--- src/rtl/passcode_attempt_controller.sv ---
// Passcode entry sequencer: collects BCD keypad digits, checks a full code, counts failures, times lockout.
// Latency: every output is registered; the verdict appears one cycle after the CHECK cycle that follows the last digit.
// Backpressure: none; digits arriving in CHECK/UNLOCKED/LOCKOUT are dropped, and so are non-BCD digits.
//
// Ports:
//   Clock, Reset     rising-edge clock, synchronous active-high reset
//   Digit_In         keypad digit (BCD 0..9, qualified by Digit_Valid)
//   Digit_Valid      one-cycle strobe for Digit_In
//   Clear            abandon the entry in progress (ENTRY only)
//   Relock           leave UNLOCKED
//   Attempt_Count    failures so far, 4'hF while locked out (feeds the 7-segment decoder)
//   Entry_Pos        digits collected in the current entry
//   Unlocked         high while UNLOCKED
//   Locked_Out       high while LOCKOUT
//   Fail_Pulse       one-cycle strobe per wrong code
module passcode_attempt_controller #(
  parameter int                      CODE_LEN      = 4,
  parameter logic [4*CODE_LEN-1:0]   PASSCODE      = 16'h1234,
  parameter int                      MAX_TRIES     = 4,
  parameter int                      LOCK_CYCLES   = 1000,
  parameter int                      ENTRY_TIMEOUT = 500
) (
  input  logic       Clock,
  input  logic       Reset,
  input  logic [3:0] Digit_In,
  input  logic       Digit_Valid,
  input  logic       Clear,
  input  logic       Relock,
  output logic [3:0] Attempt_Count,
  output logic [2:0] Entry_Pos,
  output logic       Unlocked,
  output logic       Locked_Out,
  output logic       Fail_Pulse
);

  // One timer serves both the inter-digit timeout and the lockout,
  // since the two are never active at the same time.
  localparam int TMAX = (LOCK_CYCLES > ENTRY_TIMEOUT) ? LOCK_CYCLES : ENTRY_TIMEOUT;
  localparam int TW   = $clog2(TMAX + 1);
  localparam int CW   = 4 * CODE_LEN;

  typedef enum logic [2:0] {
    ST_IDLE,
    ST_ENTRY,
    ST_CHECK,
    ST_UNLOCKED,
    ST_LOCKOUT
  } state_t;

  state_t          state_q, state_d;
  logic [CW-1:0]   code_q, code_d;
  logic [TW-1:0]   timer_q, timer_d;
  logic [3:0]      count_d;
  logic [2:0]      pos_d;
  logic            unlocked_d;
  logic            locked_d;
  logic            fail_d;
  logic            digit_ok;
  logic            last_digit;

  assign digit_ok   = Digit_Valid && (Digit_In <= 4'd9);
  // Compared in int so CODE_LEN=8 is recognised even though the 3-bit
  // Entry_Pos wraps to 0 while sitting in CHECK.
  assign last_digit = (int'(Entry_Pos) + 1) == CODE_LEN;

  always_comb begin
    state_d    = state_q;
    code_d     = code_q;
    timer_d    = timer_q;
    count_d    = Attempt_Count;
    pos_d      = Entry_Pos;
    unlocked_d = Unlocked;
    locked_d   = Locked_Out;
    fail_d     = 1'b0;

    case (state_q)
      ST_IDLE: begin
        if (digit_ok) begin
          code_d  = {code_q[CW-5:0], Digit_In};
          pos_d   = 3'd1;
          timer_d = '0;
          state_d = ST_ENTRY;
        end
      end

      ST_ENTRY: begin
        if (Clear) begin
          pos_d   = '0;
          code_d  = '0;
          timer_d = '0;
          state_d = ST_IDLE;
        end else if (digit_ok) begin
          code_d  = {code_q[CW-5:0], Digit_In};
          pos_d   = Entry_Pos + 3'd1;
          timer_d = '0;
          if (last_digit) begin
            state_d = ST_CHECK;
          end
        end else if (timer_q == TW'(ENTRY_TIMEOUT - 1)) begin
          // Idle for ENTRY_TIMEOUT cycles since the last accepted digit.
          pos_d   = '0;
          code_d  = '0;
          timer_d = '0;
          state_d = ST_IDLE;
        end else begin
          timer_d = timer_q + TW'(1);
        end
      end

      ST_CHECK: begin
        pos_d   = '0;
        code_d  = '0;
        timer_d = '0;
        if (code_q == PASSCODE) begin
          count_d    = '0;
          unlocked_d = 1'b1;
          state_d    = ST_UNLOCKED;
        end else if ((int'(Attempt_Count) + 1) < MAX_TRIES) begin
          count_d = Attempt_Count + 4'd1;
          fail_d  = 1'b1;
          state_d = ST_IDLE;
        end else begin
          // The decoder renders 4'hF as "F", marking lockout on the display.
          count_d  = 4'hF;
          fail_d   = 1'b1;
          locked_d = 1'b1;
          state_d  = ST_LOCKOUT;
        end
      end

      ST_UNLOCKED: begin
        if (Relock) begin
          unlocked_d = 1'b0;
          state_d    = ST_IDLE;
        end
      end

      ST_LOCKOUT: begin
        // timer_q is 0 on the first lockout cycle, so exiting at
        // LOCK_CYCLES-1 holds Locked_Out for exactly LOCK_CYCLES cycles.
        if (timer_q == TW'(LOCK_CYCLES - 1)) begin
          timer_d  = '0;
          locked_d = 1'b0;
          count_d  = '0;
          state_d  = ST_IDLE;
        end else begin
          timer_d = timer_q + TW'(1);
        end
      end

      default: begin
        state_d    = ST_IDLE;
        code_d     = '0;
        timer_d    = '0;
        count_d    = '0;
        pos_d      = '0;
        unlocked_d = 1'b0;
        locked_d   = 1'b0;
      end
    endcase
  end

  always_ff @(posedge Clock) begin
    if (Reset) begin
      state_q       <= ST_IDLE;
      code_q        <= '0;
      timer_q       <= '0;
      Attempt_Count <= '0;
      Entry_Pos     <= '0;
      Unlocked      <= 1'b0;
      Locked_Out    <= 1'b0;
      Fail_Pulse    <= 1'b0;
    end else begin
      state_q       <= state_d;
      code_q        <= code_d;
      timer_q       <= timer_d;
      Attempt_Count <= count_d;
      Entry_Pos     <= pos_d;
      Unlocked      <= unlocked_d;
      Locked_Out    <= locked_d;
      Fail_Pulse    <= fail_d;
    end
  end

endmodule

--- config.mk ---
export PLATFORM = sky130hd
export DESIGN_NAME = passcode_attempt_controller
export DESIGN_NICKNAME = d
export VERILOG_FILES = /design/src/rtl/passcode_attempt_controller.sv
export SDC_FILE = /design/constraint.sdc
export NUM_CORES = 1
export LEC_CHECK = 0
export ABC_AREA = 1
export BUFFER_PORTS_ARGS = -buffer_cell sky130_fd_sc_hd__buf_2
export CAP_MARGIN = 40
export CELL_PAD_IN_SITES_DETAIL_PLACEMENT = 0
export CELL_PAD_IN_SITES_GLOBAL_PLACEMENT = 2
export CORE_ASPECT_RATIO = 1.5
export CORE_MARGIN = 3
export CORE_UTILIZATION = 30
export CTS_CLUSTER_DIAMETER = 120
export DETAILED_ROUTE_END_ITERATION = 8
export PLACE_DENSITY = 0.73
export SKIP_LAST_GASP = 1
export SYNTH_ARGS = -nofsm -noshare
export SYNTH_HDL_FRONTEND = slang
export SYNTH_SLANG_ARGS = --single-unit
--- constraint.sdc ---
create_clock -name Clock -period 2.01 [get_ports Clock]
set_input_delay 0.402 -clock Clock [delete_from_list [all_inputs] [get_ports Clock]]
set_output_delay 0.402 -clock Clock [all_outputs]
set_load 0.05 [all_outputs]
# Yosys cells after proc, flatten, opt, wreduce, memory -nomap -nowiden
# Index checks and enable logic that the tools add are counted.
[word_totals] wordCells=84 reg_bits=39 output_inout_bits=10
[op_classes] n_reduce_logical=12 n_mux=36 n_lt_le_gt_ge=2 n_bitwise=5 add_sub_neg=5 n_eq_ne=16
[ops] op="two-way mux 16 bit" n=4
[ops] op="two-way mux 10 bit" n=5
[ops] op="case mux 16 bit (3 select lines)" n=1
[ops] op="case mux 10 bit (4 select lines)" n=1
[ops] op="two-way mux 3 bit" n=11
[ops] op="== test 16 x 13 -> 1 bit (second input constant)" n=1
[ops] op="case mux 3 bit (5 select lines)" n=1
[ops] op="two-way mux 4 bit" n=3
[ops] op="!= test 2 bit (second input constant)" n=6
[ops] op="case mux 4 bit (3 select lines)" n=1
[ops] op="adder 10 x 1 -> 10 bit (second input constant)" n=1
[ops] op="== test 10 bit (second input constant)" n=1
[ops] op="== test 10 x 9 -> 1 bit (second input constant)" n=1
[ops] op="case mux 3 bit (3 select lines)" n=1
[ops] op="!= test 4 bit (second input constant)" n=2
[ops] op="== test 3 x 2 -> 1 bit (second input constant)" n=2
[ops] op="two-way mux 1 bit" n=6
[ops] op="case mux 1 bit (3 select lines)" n=2
[ops] op="AND reduction 3 bit" n=2
[ops] op="OR reduction 3 bit" n=2
[ops] op="adder 4 x 1 -> 5 bit (second input constant)" n=1
[ops] op="< comparator 5 x 3 -> 1 bit (second input constant)" n=1
[ops] op="inverter 1 bit" n=5
[ops] op="AND reduction 5 bit" n=1
[ops] op="other kinds (12)" n=14

# Longest topological paths before layout
[depth] word_depth=6 mapped_depth=12

# Least setup slack after synthesis
# No wires, ideal clock.
[synth_path] kind="reg2reg" startpoint="register Entry_Pos[0]" endpoint="register state_q[0]" arrival_time_ps=1511 stages_incl_launch_ff=11 setup_time_ps=132 period_less_slack_ps=1643 n_path_buf=0 slack_ps=367 path_cell_list="dfxtp_1 ha_1 inv_1 nand2_1 nand3_1 nor2_1 nor2_1 nor2_1 nand2_1 nand2_1 a21oi_1"
[synth_via] elab_chain_len=4
[synth_rtl] item="from (decl)" line="30" rtl="output logic [2:0] Entry_Pos,"
[synth_rtl] item="from (signal assigned)" line="178" rtl="Entry_Pos <= pos_d;"
[synth_rtl] item="adder 3 x 1 -> 4 bit" line="64" rtl="assign last_digit = (int'(Entry_Pos) + 1) == CODE_LEN;"
[synth_rtl] item="== test 4 x 3 -> 1 bit" line="64"
[synth_rtl] item="!= test 4 bit (no line)"
[synth_rtl] item="AND reduction 5 bit (no line)"
[synth_rtl] item="to (signal assigned)" line="174" rtl="state_q <= state_d;"
[synth_rtl] item="to (decl)" line="50" rtl="state_t state_q, state_d;"
# No other way between the ends.
# A chain may end at the register's enable or synchronous reset.

# Worst setup path after layout
[layout_path] startpoint="register timer_q[0]" endpoint="register Entry_Pos[0]"
[layout_via] elab_chain_len=3
[layout_rtl] item="from (decl)" line="52" rtl="logic [TW-1:0] timer_q, timer_d;"
[layout_rtl] item="from (signal assigned)" line="176" rtl="timer_q <= timer_d;"
[layout_rtl] item="== test 10 x 9 -> 1 bit" line="99" rtl="end else if (timer_q == TW'(ENTRY_TIMEOUT - 1)) begin"
[layout_rtl] item="!= test 4 bit (no line)"
[layout_rtl] item="AND reduction 3 bit (no line)"
# No other way between the ends.

==> flow_metrics.env <==
export IMPL_multi_input_area_mm2=0.00112
export IMPL_cts_max_path_buffers=2
export IMPL_fillerInstances=763
export IMPL_setup_tns_ns=0
export IMPL_crit_type="register to register"
export IMPL_whs_ns=0.441
export IMPL_pin_count=19
export IMPL_route_detailed_drc=0
export IMPL_grt_overflow=0
export IMPL_wl_per_cell_um=12.7
export IMPL_fp_dieH_um=109
export IMPL_ys_warn_count=0
export IMPL_setup_viol=0
export IMPL_maxCapViolations=0
export IMPL_worst_slack_ns=0.273
export IMPL_dp_hpwl_um=3970
export IMPL_synth_seq_area_share_pct=37.1
export IMPL_holdBufCountCts=0
export IMPL_worst_pin_slew_ns=0.388
export IMPL_grt_pass1_vias=1907
export IMPL_coreArea_mm2=0.00667
export IMPL_worst_path_max_fanout=20
export IMPL_place_ws_ns=0.0659
export IMPL_start_kind="register"
export IMPL_syn_to_final_growth_pct=13.1
export IMPL_worstPathArrival_ns=1.92
export IMPL_grt_max_degree=28
export IMPL_clk_pin_slew_ns=0.08
export IMPL_gp_congestion=0.766
export IMPL_insertion_delay_ns=0.29
export IMPL_hold_class="input port to register"
export IMPL_die_area_mm2=0.00809
export IMPL_dr_pass1_iters=4
export IMPL_final_period_utilization_pct=86.4
export IMPL_syn_nets=337
export IMPL_fin_crit_ns=1.74
export IMPL_cts_resized=0
export IMPL_synth_seq_cells=39
export IMPL_power_w=0.00187
export IMPL_ff2ff_path_depth=10
export IMPL_fp_dieW_um=74.4
export IMPL_numCtsBuffers=5
export IMPL_hold_viol=0
export IMPL_dpl_cell_area_mm2=0.00230
export IMPL_powerDensity_mw_per_mm2=783
export IMPL_htreeDepth=2
export IMPL_grt_pass1_wl_um=8890
export IMPL_hold_depth=3
export IMPL_viasPerCell=4.67
export IMPL_vdd_ir_drop_max_v=0.000327
export IMPL_finClkSkew_ns=0.00536
export IMPL_antenna_found_initial=0
export IMPL_drtAntennaViolNets=0
export IMPL_fin_area_mm2=0.00238
export IMPL_p_leak_nw=1.08
export IMPL_rows=36
export IMPL_portBuffers=18
export IMPL_clock_fmax_mhz=576
export IMPL_synth_cells=324
export IMPL_antenna_cells=0
export IMPL_outcome="finished clean"
export IMPL_synth_area_mm2=0.00211
export IMPL_nNetsFinal=360
export IMPL_rsz0062_at_grt="false"
export IMPL_max_slew_margin_pct=74.0
export IMPL_cts_tree="done"
export IMPL_crit_required_ns=2.19
export IMPL_end_kind="register"
export IMPL_grt_usage_pct=14.5
export IMPL_syn_area_per_cell_um2=6.50
export IMPL_seq_area_um2=781
export IMPL_initial_utilization_pct=31.6
export IMPL_slew_viol_final=0
export IMPL_drive_gt1_share_pct=14.9
export IMPL_drtIter0Drc=67
export IMPL_vias=1982
export IMPL_postCtsSetupBuffers=0
export IMPL_cts_root_buf="clkbuf_8"
export IMPL_cts_sinks=39
export IMPL_drt_wl_total_um=5400
export IMPL_synth_cell_type_count=26
==> cells by family after synthesis <==
logic type,after synthesis,share of synthesized area (%)
adder cells (fa/ha/maj),4,2.38
AND/OR/NAND/NOR,203,42.8
XOR/XNOR,4,1.66
buffers and inverters,49,9.56
flip-flops,39,37.1
AO/OA/AOI/OAI,25,6.53
==> cell type report <==
type                       instances  share of cell area, %
multi-input combinational        236                   47.2
clock inverter                     1                  0.210
timing repair buffer              24                   6.19
sequential                        39                   32.8
tap                               76                   3.99
clock buffer                       7                   3.20
inverter                          41                   6.46
==> critical path, cell delays in order, from the launching register on <==
cell     delay, ns
dfxtp_1       0.38
ha_1          0.21
nand2_1       0.07
inv_1         0.05
nand3_1       0.07
nor2_2        0.17
nor2_4        0.08
nor2_8        0.10
nand2_2       0.25
a21oi_1       0.21
nor2_1        0.05
==> layout by cell type (no fill, tap or decap), types with 2 or more instances in the layout <==
master / count
inv_2: 5
nor2_4: 3
clkbuf_1: 2
a21oi_1: 13
xor2_1: 4
ha_1: 4
nand3_1: 37
buf_4: 5
buf_2: 18
inv_1: 36
nand4_1: 4
nand2_1: 96
nor2_2: 2
nor3_1: 3
clkbuf_8: 5
nand2_4: 2
o21ai_0: 8
dfxtp_1: 39
nor2_1: 48
nand2_2: 5
==> sequential cells by signal, summed over array words and instances, names as in the netlist <==
signal         count
Entry_Pos          3
Unlocked           1
Fail_Pulse         1
timer_q           10
Locked_Out         1
Attempt_Count      4
code_q            16
state_q            3
==> power breakdown <==
| part | switching, W | internal [W] |
|---|---|---|
| Clock | 0.000279 | 0.000244 |
| Combinational | 0.000293 | 0.000164 |
| Sequential | 0.0000499 | 0.000836 |
| Total | 0.000622 | 0.00124 |
==> through the flow <==
step                cells  utilization [%]
floorplan             324                -
global placement      416             34.5
detailed placement    416             34.5
CTS                   424             35.8
global route          424             35.8
finish                424             35.8
==> Yosys cell counts <==
library cell | count | area [um^2]
nor2_8 | 1 | 20.0
nor2_4 | 3 | 33.8
nand3_1 | 37 | 185
buf_2 | 2 | 10.0
or2_2 | 1 | 6.26
xor2_1 | 4 | 35.0
buf_6 | 2 | 22.5
nor2_2 | 2 | 12.5
nand3_2 | 1 | 10.0
nand2_4 | 2 | 22.5
nand2_2 | 5 | 31.3
o21ai_1 | 1 | 5.00
a21boi_2 | 1 | 11.3
o211ai_1 | 1 | 7.51
nor2_1 | 48 | 180
nand4_1 | 4 | 25.0
dfxtp_1 | 39 | 781
inv_1 | 36 | 135
ha_1 | 4 | 50.1
nor3_1 | 3 | 15.0
a21oi_1 | 13 | 65.1
nand2_1 | 96 | 360
inv_2 | 5 | 18.8
clkbuf_1 | 4 | 15.0
o21ai_2 | 1 | 8.76
o21ai_0 | 8 | 40.0
==> final timing paths <==
path	from	to	slack, ns
setup reg to reg	timer_q[0]$_SDFFE_PP0P_	Entry_Pos[0]$_SDFFE_PP0P_	0.27
setup / recovery	timer_q[0]$_SDFFE_PP0P_	Entry_Pos[0]$_SDFFE_PP0P_	0.27
hold / removal	Relock	state_q[1]$_SDFFE_PP0P_	0.44
hold reg to reg	Unlocked$_SDFFE_PP0P_	Unlocked$_SDFFE_PP0P_	0.46
==> routing by layer <==
metal,vias up,part of all wire [%],track usage [%]
met5,-,0,0
met4,0,2.3,5.73
met3,10,2.3,2.95
met2,23,53,26.0
met1,899,42,16.2
li1,1050,-,-
(Power assumes the default switching activity.)
